`src/rtl/nc_coef_pkg.sv`:
```
// Shared types and constants for the noise-cancelling coefficient sequencer.
// Latency: n/a (declarations only).
// Backpressure: n/a.
package nc_coef_pkg;

    typedef enum logic [2:0] {
        IDLE      = 3'd0,
        LOAD      = 3'd1,
        WAIT_TICK = 3'd2,
        SWAP      = 3'd3,
        ERR       = 3'd4
    } state_t;

    // Control bit positions inside J_PORT
    localparam int unsigned GO_BIT    = 0;
    localparam int unsigned CLR_BIT   = 1;

    // Size of the snapshot bank (A_PORT..I_PORT)
    localparam int unsigned MAX_WORDS = 9;

    localparam int unsigned DATA_W    = 32;
    localparam int unsigned WD_W      = 16;
    localparam int unsigned CNT_W     = 16;

endpackage

```
`src/rtl/nc_hs_watchdog.sv`:
```
// Handshake watchdog: counts stalled cycles and flags expiry at TIMEOUT.
// Latency: expired_o is combinational in the cycle the count equals TIMEOUT.
// Backpressure: none; clear_i has priority over counting.
module nc_hs_watchdog
    import nc_coef_pkg::*;
#(
    parameter int TIMEOUT = 255
) (
    input  logic clk_i,
    input  logic rst_ni,
    input  logic clear_i,
    input  logic cnt_en_i,
    output logic expired_o
);

    logic [WD_W-1:0] cnt_q;
    logic [WD_W-1:0] cnt_d;

    // Expiry only counts in a stalled cycle, so a transfer on the limit cycle wins
    assign expired_o = cnt_en_i && (cnt_q == WD_W'(TIMEOUT));

    // Next count: clear, else advance while stalled; hold once expired
    always_comb begin
        cnt_d = cnt_q;
        if (clear_i) begin
            cnt_d = '0;
        end else if (cnt_en_i && !expired_o) begin
            cnt_d = cnt_q + WD_W'(1);
        end
    end

    // Counter register
    always_ff @(posedge clk_i or negedge rst_ni) begin
        if (!rst_ni) begin
            cnt_q <= '0;
        end else begin
            cnt_q <= cnt_d;
        end
    end

endmodule

```
`src/rtl/nc_coef_sequencer.sv`:
```
// Uploads a snapshot of A..I_PORT into the filter shadow bank, then swaps banks on a sample tick.
// Latency: GO register change -> COEF_VALID two cycles later; tick -> BANK_SWAP next cycle.
// Backpressure: COEF_VALID/COEF_READY; words hold while READY is low, watchdog aborts after TIMEOUT.
module nc_coef_sequencer
    import nc_coef_pkg::*;
#(
    parameter int NUM_WORDS = 9,
    parameter int ADDR_W    = 4,
    parameter int TIMEOUT   = 255
) (
    input  logic                S_AXI_ACLK,
    input  logic                S_AXI_ARESETN,
    input  logic [DATA_W-1:0]   A_PORT,
    input  logic [DATA_W-1:0]   B_PORT,
    input  logic [DATA_W-1:0]   C_PORT,
    input  logic [DATA_W-1:0]   D_PORT,
    input  logic [DATA_W-1:0]   E_PORT,
    input  logic [DATA_W-1:0]   F_PORT,
    input  logic [DATA_W-1:0]   G_PORT,
    input  logic [DATA_W-1:0]   H_PORT,
    input  logic [DATA_W-1:0]   I_PORT,
    input  logic [DATA_W-1:0]   J_PORT,
    input  logic                SAMPLE_TICK,
    output logic [ADDR_W-1:0]   COEF_ADDR,
    output logic [DATA_W-1:0]   COEF_DATA,
    output logic                COEF_VALID,
    input  logic                COEF_READY,
    output logic                BANK_SWAP,
    output logic                BUSY,
    output logic                ERROR,
    output logic [CNT_W-1:0]    LOAD_COUNT
);

    state_t              state_q, state_d;
    logic [1:0]          j_q, j_prev_q;
    logic [ADDR_W-1:0]   idx_q, idx_d;
    logic [CNT_W-1:0]    load_cnt_q, load_cnt_d;
    logic [DATA_W-1:0]   snap_q [MAX_WORDS];
    logic [DATA_W-1:0]   word_sel;
    logic                go_edge, clr_edge;
    logic                snap_en, xfer, last_word;
    logic                wd_clear, wd_en, wd_expired;
    logic                unused_j;

    // Only GO and CLR_ERR carry meaning; remaining control bits are don't-care
    assign unused_j  = ^J_PORT[DATA_W-1:2];

    // Edges are taken from the registered copy so GO timing is independent of write skew
    assign go_edge   = j_q[0] & ~j_prev_q[0];
    assign clr_edge  = j_q[1] & ~j_prev_q[1];

    assign snap_en   = (state_q == IDLE) && go_edge;
    assign xfer      = (state_q == LOAD) && COEF_READY;
    assign last_word = (idx_q == ADDR_W'(NUM_WORDS - 1));

    // Watchdog restarts on entry to LOAD (cleared while outside) and on every accepted word
    assign wd_clear  = (state_q != LOAD) || xfer;
    assign wd_en     = (state_q == LOAD) && !COEF_READY;

    nc_hs_watchdog #(
        .TIMEOUT (TIMEOUT)
    ) u_watchdog (
        .clk_i     (S_AXI_ACLK),
        .rst_ni    (S_AXI_ARESETN),
        .clear_i   (wd_clear),
        .cnt_en_i  (wd_en),
        .expired_o (wd_expired)
    );

    // Control-bit history for edge detection
    always_ff @(posedge S_AXI_ACLK or negedge S_AXI_ARESETN) begin
        if (!S_AXI_ARESETN) begin
            j_q      <= '0;
            j_prev_q <= '0;
        end else begin
            j_q      <= {J_PORT[CLR_BIT], J_PORT[GO_BIT]};
            j_prev_q <= j_q;
        end
    end

    // State register
    always_ff @(posedge S_AXI_ACLK or negedge S_AXI_ARESETN) begin
        if (!S_AXI_ARESETN) begin
            state_q <= IDLE;
        end else begin
            state_q <= state_d;
        end
    end

    // Next-state logic; GO outside IDLE and ticks outside WAIT_TICK fall through unused
    always_comb begin
        state_d = state_q;
        unique case (state_q)
            IDLE:      if (go_edge) state_d = LOAD;
            LOAD: begin
                if (xfer && last_word) begin
                    state_d = WAIT_TICK;
                end else if (wd_expired) begin
                    state_d = ERR;
                end
            end
            WAIT_TICK: if (SAMPLE_TICK) state_d = SWAP;
            SWAP:      state_d = IDLE;
            ERR:       if (clr_edge) state_d = IDLE;
            default:   state_d = IDLE;
        endcase
    end

    // Word index and commit counter next-state
    always_comb begin
        idx_d      = idx_q;
        load_cnt_d = load_cnt_q;
        if (snap_en) begin
            idx_d = '0;
        end else if (xfer && !last_word) begin
            idx_d = idx_q + ADDR_W'(1);
        end
        if (state_q == SWAP) begin
            load_cnt_d = load_cnt_q + CNT_W'(1);
        end
    end

    // Index and commit counter registers
    always_ff @(posedge S_AXI_ACLK or negedge S_AXI_ARESETN) begin
        if (!S_AXI_ARESETN) begin
            idx_q      <= '0;
            load_cnt_q <= '0;
        end else begin
            idx_q      <= idx_d;
            load_cnt_q <= load_cnt_d;
        end
    end

    // Snapshot bank: frozen at GO so later register writes cannot tear the set in flight
    always_ff @(posedge S_AXI_ACLK or negedge S_AXI_ARESETN) begin
        if (!S_AXI_ARESETN) begin
            for (int k = 0; k < MAX_WORDS; k++) begin
                snap_q[k] <= '0;
            end
        end else if (snap_en) begin
            snap_q[0] <= A_PORT;
            snap_q[1] <= B_PORT;
            snap_q[2] <= C_PORT;
            snap_q[3] <= D_PORT;
            snap_q[4] <= E_PORT;
            snap_q[5] <= F_PORT;
            snap_q[6] <= G_PORT;
            snap_q[7] <= H_PORT;
            snap_q[8] <= I_PORT;
        end
    end

    // Select the snapshot word addressed by the current index
    always_comb begin
        word_sel = '0;
        for (int k = 0; k < MAX_WORDS; k++) begin
            if (idx_q == ADDR_W'(k)) begin
                word_sel = snap_q[k];
            end
        end
    end

    // Outputs decoded from state only, so reset clears them immediately
    always_comb begin
        COEF_VALID = 1'b0;
        COEF_ADDR  = '0;
        COEF_DATA  = '0;
        BANK_SWAP  = 1'b0;
        BUSY       = 1'b0;
        ERROR      = 1'b0;
        LOAD_COUNT = load_cnt_q;
        unique case (state_q)
            LOAD: begin
                COEF_VALID = 1'b1;
                COEF_ADDR  = idx_q;
                COEF_DATA  = word_sel;
                BUSY       = 1'b1;
            end
            WAIT_TICK: BUSY = 1'b1;
            SWAP: begin
                BUSY      = 1'b1;
                BANK_SWAP = 1'b1;
            end
            ERR:     ERROR = 1'b1;
            default: ;
        endcase
    end

endmodule
```
`config.mk`:
```
export PLATFORM = sky130hd
export DESIGN_NAME = nc_coef_sequencer
export DESIGN_NICKNAME = d
export VERILOG_FILES = /design/src/rtl/nc_coef_pkg.sv /design/src/rtl/nc_hs_watchdog.sv /design/src/rtl/nc_coef_sequencer.sv
export SDC_FILE = /design/constraint.sdc
export NUM_CORES = 1
export LEC_CHECK = 0
export ABC_AREA = 1
export BUFFER_PORTS_ARGS = -buffer_cell sky130_fd_sc_hd__buf_2
export CORE_MARGIN = 2
export CORE_UTILIZATION = 30
export CTS_CLUSTER_DIAMETER = 30
export DETAILED_ROUTE_END_ITERATION = 16
export GPL_ROUTABILITY_DRIVEN = 0
export SLEW_MARGIN = 5
export SYNTH_ARGS = -nofsm -noshare
export SYNTH_HDL_FRONTEND = slang
export SYNTH_SLANG_ARGS = --single-unit
```
`constraint.sdc`:
```
create_clock -name S_AXI_ACLK -period 2.1 [get_ports S_AXI_ACLK]
set_input_delay 0 -clock S_AXI_ACLK [delete_from_list [all_inputs] [get_ports S_AXI_ACLK]]
set_output_delay 0 -clock S_AXI_ACLK [all_outputs]
set_load 0.005 [all_outputs]
```
-- After elaboration in Yosys (flattened, before gate mapping)
Cells that the tools add are included.
Widths: inputs -> output; s select.
- add/subtract/negate cells: 3
- eq/ne operators: 18
- muxes and demuxes: 25
- bitwise gates (word level): 4
- reduce and logical (&&, ||, !) cells: 17
- operators by type and width (operator ; number):
    $mux 32 ; 10
    $add 16x1->16 const B ; 2
    $mux 16 ; 2
    $eq 16x8->1 const B ; 1
    $eq 4x3->1 const B ; 4
    $mux 3 ; 5
    $mux 4 ; 3
    $pmux 3 s4 ; 1
    $eq 4x2->1 const B ; 2
    $logic_and 1x1->1 ; 7
    $eq 3x2->1 const B ; 2
    $ne 2x2->1 const B ; 3
    $ne 3x1->1 const B ; 2
    $add 4x1->4 const B ; 1
    $eq 4x1->1 const B ; 1
    $eq 4x4->1 const B ; 1
    $logic_not 4->1 ; 1
    $mux 1 ; 4
    $reduce_and 4->1 ; 1
    $reduce_bool 2->1 ; 2
    $eq 3x1->1 const B ; 1
    $eq 3x3->1 const B ; 1
    $logic_not 1->1 ; 3
    $logic_not 3->1 ; 1
    other kinds (4) ; 6
- register bits: 331
- output and inout bits: 56
- word-level logic and storage cells: 82

-- Logic depth before layout (Yosys ltp)
- depth after elaboration: 11
- gate-level depth with buffers: 13

-- By module
From an unflattened synthesis, not the netlist that was laid out.
- cells, all modules: 2256
- area total of the unflattened synthesis: 16393.2 um2
- by module, submodules not included (module ; times used ; cells an instance ; area an instance (um2) ; sequential area each (um2)):
    nc_coef_sequencer ; 1 ; 2096 ; 15318.4 ; 7882.6
    nc_hs_watchdog ; 1 ; 160 ; 1074.8 ; 400.4

-- Worst setup path after synthesis
No wires, ideal clock.
- path kind: register to output
- start point: register idx_q[1]
- end point: output COEF_DATA[21]
- data arrival time: 1.666 ns
- required time: 2.100 ns
- path slack: 0.434 ns
- cell stages (with the launch flop): 14
- path through: dfrtp_1 inv_1 ha_1 clkbuf_1 nor2_1 buf_2 nand3_1 nand3_1 nand2_1 nand2_1 nand2_1 nand2_1 nand2_1 a21oi_1
- word-level cells in the longest chain between the ends: 11
- RTL lines (item ; RTL line ; text):
    start: declaration ; nc_coef_sequencer.sv:36 ; logic [ADDR_W-1:0] idx_q, idx_d;
    start signal: assignment ; nc_coef_sequencer.sv:129 ; idx_q <= idx_d;
    $logic_not 4->1 ; nc_coef_sequencer.sv:157 ; if (idx_q == ADDR_W'(k)) begin
    $mux 32 (8 in a row) ; nc_coef_sequencer.sv:157 ;
    $mux 32 (*) ; nc_coef_sequencer.sv:157 ;
    $mux 32 (*) ; nc_coef_sequencer.sv:172 ; unique case (state_q)
    end: declaration ; nc_coef_sequencer.sv:25 ; output logic [DATA_W-1:0] COEF_DATA,
Mark *: on every way between the ends. The rest lies on a longest branch, timed or not.

-- Worst setup path after layout
- start point: register idx_q[0]
- end point: output COEF_DATA[2]
Same word-level chain as after synthesis.

==> metrics.md <==
| Metric | Value |
|---|---|
| Post-Syn Area | `0.0167 sq mm` |
| Max-slew violation count | `0` |
| Placed cells | `3392` |
| RSZ-0062 raised after global routing | `true` |
| Share of cells above drive strength 1 | `28.4%` |
| R2R Setup Slk | `0.11 ns` |
| Final net count | `3411` |
| Worst-path clk slew | `0.05 ns` |
| Worst-Margin Slew | `0.452 ns` |
| # IOs | `380` |
| Most common cell on crit path | `nand2_1` |
| DRC | `0` |
| Total global routing overflow | `0` |
| CTS tree | `done` |
| Fmax | `0.381 GHz` |
| Violated checks | `negative setup slack` |
| CTS sink count | `331` |
| Port Buffer Count | `349` |
| Slowest CP cell | `dfrtp_1` |
| Hold Path End | `j_q[1]` |
| Syn Nets | `2691` |
| Syn Area/Cell | `7.07 sq um` |
| Status | `finished, violations left` |
| Num rows | `86` |
| Drt total wl | `68900 um` |
| First-pass GRT wire length | `100000 um` |
| Root Driver | `clkbuf_16` |
| Slew HR | `69.9%` |
| Final worst clock skew | `0.0163 ns` |
| Vias per cell | `4.57` |
| TritonRoute pass-1 iters | `5` |
| Max H-tree Level | `3` |
| DP Worst Slack | `-0.0299 ns` |
| Yosys reg bits | `331` |
| RR Startpoint | `idx_q[0]` |
| Crit-path max FO | `8` |
| Max-Cap Viols | `0` |
| Seq/Total Area, Yosys | `49.6%` |
| Hold_sp | `J_PORT[1]` |
| FF-to-FF End | `idx_q[3]` |
| Vias in the first global route | `17998` |
| Syn Inst Count | `2361` |
| Slowest stage delay, CP | `0.42 ns` |
| Die W | `240 um` |
| GRT Total Usage | `22.7%` |
| Largest net degree at the start of global routing | `90` |
| Routed vias | `17876` |
| Initial drt markers | `1293` |
| Final worst path period share | `125%` |
| Fin crit period | `2.62 ns` |
| Initial core utilization | `30.3%` |
| Power per cell area | `1560 mW/mm^2` |
| Final setup viols | `32` |
| Core area | `0.0551 sq mm` |
| Yosys Warn Count | `0` |
| Finished Layout Cells | `3911` |
| CP Capture Type | `output pin` |
| Leakage power | `0.0147 uW` |
| Setup ws final | `-0.521 ns` |
| HP Class | `in -> reg` |
| Area Growth Syn to Fin | `68.1%` |
| R2R cell count | `11` |
| WS Path Type | `reg -> out` |
| Nature of the critical path startpoint | `flop` |
| DP Wirelength | `39700 um` |
| Hold Vio Cnt, Final | `0` |
| Netlist cell types | `29` |
| Clock Latency Late Sink | `0.62 ns` |
| Routed Antenna Nets | `0` |
| Peak VDD IR | `0.855 mV` |
| Worst EP required | `2.10 ns` |
| DIE AREA | `0.0576 sq mm` |
| Worst EP arrival | `2.62 ns` |
| Hold path cells | `2` |
| Initial antenna violation count | `4` |
| Avg WL per Cell | `17.6 um` |
| CTS buffer count | `94` |
| Chip height | `240 um` |
| CP cell instances | `buf_6 > ha_4 > nor2_4 > buf_12 > buf_12 > nand3_2 > nand3_2 > nand2_1 > nand2_1 > nand2_2 > nand2_1 > nand2_1 > a21oi_2 > buf_2` |
| CTS max path bufs | `3` |
[how the worst max path moves through the flow]
stage	start	to	slack, ns	depth (start not counted)
6_report	idx_q[0]	COEF_DATA[2]	-0.52	14
5_1_grt	idx_q[1]	COEF_DATA[5]	-0.64	15
4_1_cts	idx_q[0]	COEF_DATA[2]	-0.52	15
3_5_place_dp	idx_q[0]	COEF_DATA[13]	-0.03	12
3_3_place_gp	idx_q[0]	COEF_DATA[18]	-0.01	12
2_1_floorplan	idx_q[1]	COEF_DATA[21]	0.43	13
[worst max-delay path: cells and delay by family (launching register included)]
family | cells | cell delay, ns
DFF | 1 | 0.42
AOI/OAI and AO/OA | 1 | 0.21
buffers and inverters | 4 | 0.57
adders and majority gates | 1 | 0.17
and+or+nand+nor | 8 | 0.61
[metal layers]
metal / up-vias / GRT usage, % / wire [um]
met1: 8410 / 28.5 / 29700
met5: - / 0 / 27
met3: 170 / 4.14 / 3570
met4: 4 / 9.71 / 2530
met2: 617 / 38.2 / 33100
li1: 8675 / - / -
[report_power, final]
group | switching [uW] | internal [uW]
Combinational | 10300 | 6900
Clock | 4390 | 11000
Sequential | 1860 | 9320
[sequential cells by signal (all words and copies together) (netlist names)]
name              flops
LOAD_COUNT           16
j_prev_q              2
idx_q                 4
snap_q              288
j_q                   2
u_watchdog.cnt_q     16
state_q               3
[stage by stage]
stage	instance area [sq um]	power (uW)	utilization (%)	hold slack (ns)	TNS, ns
6_report	28100	43700	50.9	0.0564	-14.19
5_1_grt	28100	46300	50.9	0.0396	-18.34
4_1_cts	27300	42600	49.5	0.0195	-15.03
3_5_place_dp	19700	23500	35.7	-0.0105	-0.0720
3_3_place_gp	19700	23400	35.7	-0.00410	-0.0118
2_1_floorplan	16700	18200	-	-0.296	0
[layout make-up]
| cell class | instances | area, sq um |
|---|---|---|
| Multi-Input combinational cell | 1728 | 8310 |
| Fill cell | 5180 | 27000 |
| Clock inverter | 50 | 716 |
| Sequential cell | 331 | 8280 |
| Antenna cell | 3 | 7.51 |
| Clock buffer | 125 | 2750 |
| Tap cell | 748 | 936 |
| Timing Repair Buffer | 756 | 6410 |
| Inverter | 170 | 653 |
[synthesized netlist by cell type, drive strengths merged]
library cell	n	area (sq um)
a211oi	2	15.0
a21oi	45	225
a31oi	2	12.5
buf	89	444
clkbuf	44	165
dfrtp	331	8280
ha	6	75.1
inv	170	638
nand2	1244	4670
nand3	153	781
nand3b	32	240
nand4	2	12.5
nor2	161	624
nor3	10	72.6
nor4	5	31.3
o21a	1	7.51
o21ai	41	205
o22ai	1	6.26
o311ai	1	8.76
xnor2	7	61.3
xor2	14	123
[timing repair]
action                                  in CTS  in global routing
pin swaps                                   89                106
gates resized for setup                    233                115
hold buffers                               294                  0
buffers inserted                            15                 12
endpoints found under the setup margin      32                 39
gates cloned                                 9                 14
endpoints found under the hold margin      642                  0
[cell usage in the layout (no fill, tap or decap), types with 4 or more instances in the layout]
cell type	netlist	final
a21oi_2	0	28
xnor2_1	7	7
nor4_1	5	5
nand2_2	0	112
nor3_1	8	7
buf_2	76	346
o21ai_0	40	33
buf_4	4	44
clkinv_2	0	11
nand3b_1	32	32
nand3_2	3	43
clkbuf_8	0	22
nor2_4	2	4
o21ai_1	1	7
nand3_1	150	91
nor2_2	2	10
ha_4	0	4
buf_8	0	6
inv_2	5	10
bufinv_16	0	15
inv_1	165	157
clkbuf_16	0	106
buf_16	0	9
clkbuf_1	44	6
buf_6	0	15
buf_12	0	34
clkinv_4	0	8
dfrtp_1	331	331
a21oi_1	45	16
xor2_1	14	14
clkinvlp_4	0	12
nand2_4	0	24
nor2_1	157	147
dlygate4sd3_1	0	293
nand2_1	1244	1107
nand3_4	0	20
[cells by family (layout without fill, tap and decap cells)]
logic type | Yosys count | in the layout | synth area share [%]
adder cells (fa/ha/maj) | 6 | 6 | 0.449
buffers and inverters | 303 | 1101 | 7.47
other | 0 | 3 | 0
AO/OA/AOI/OAI | 93 | 93 | 2.88
AND/OR/NAND/NOR | 1607 | 1608 | 38.5
flip-flops | 331 | 331 | 49.6
XOR/XNOR | 21 | 21 | 1.10
Note: power is estimated with default switching activity, not from simulation.
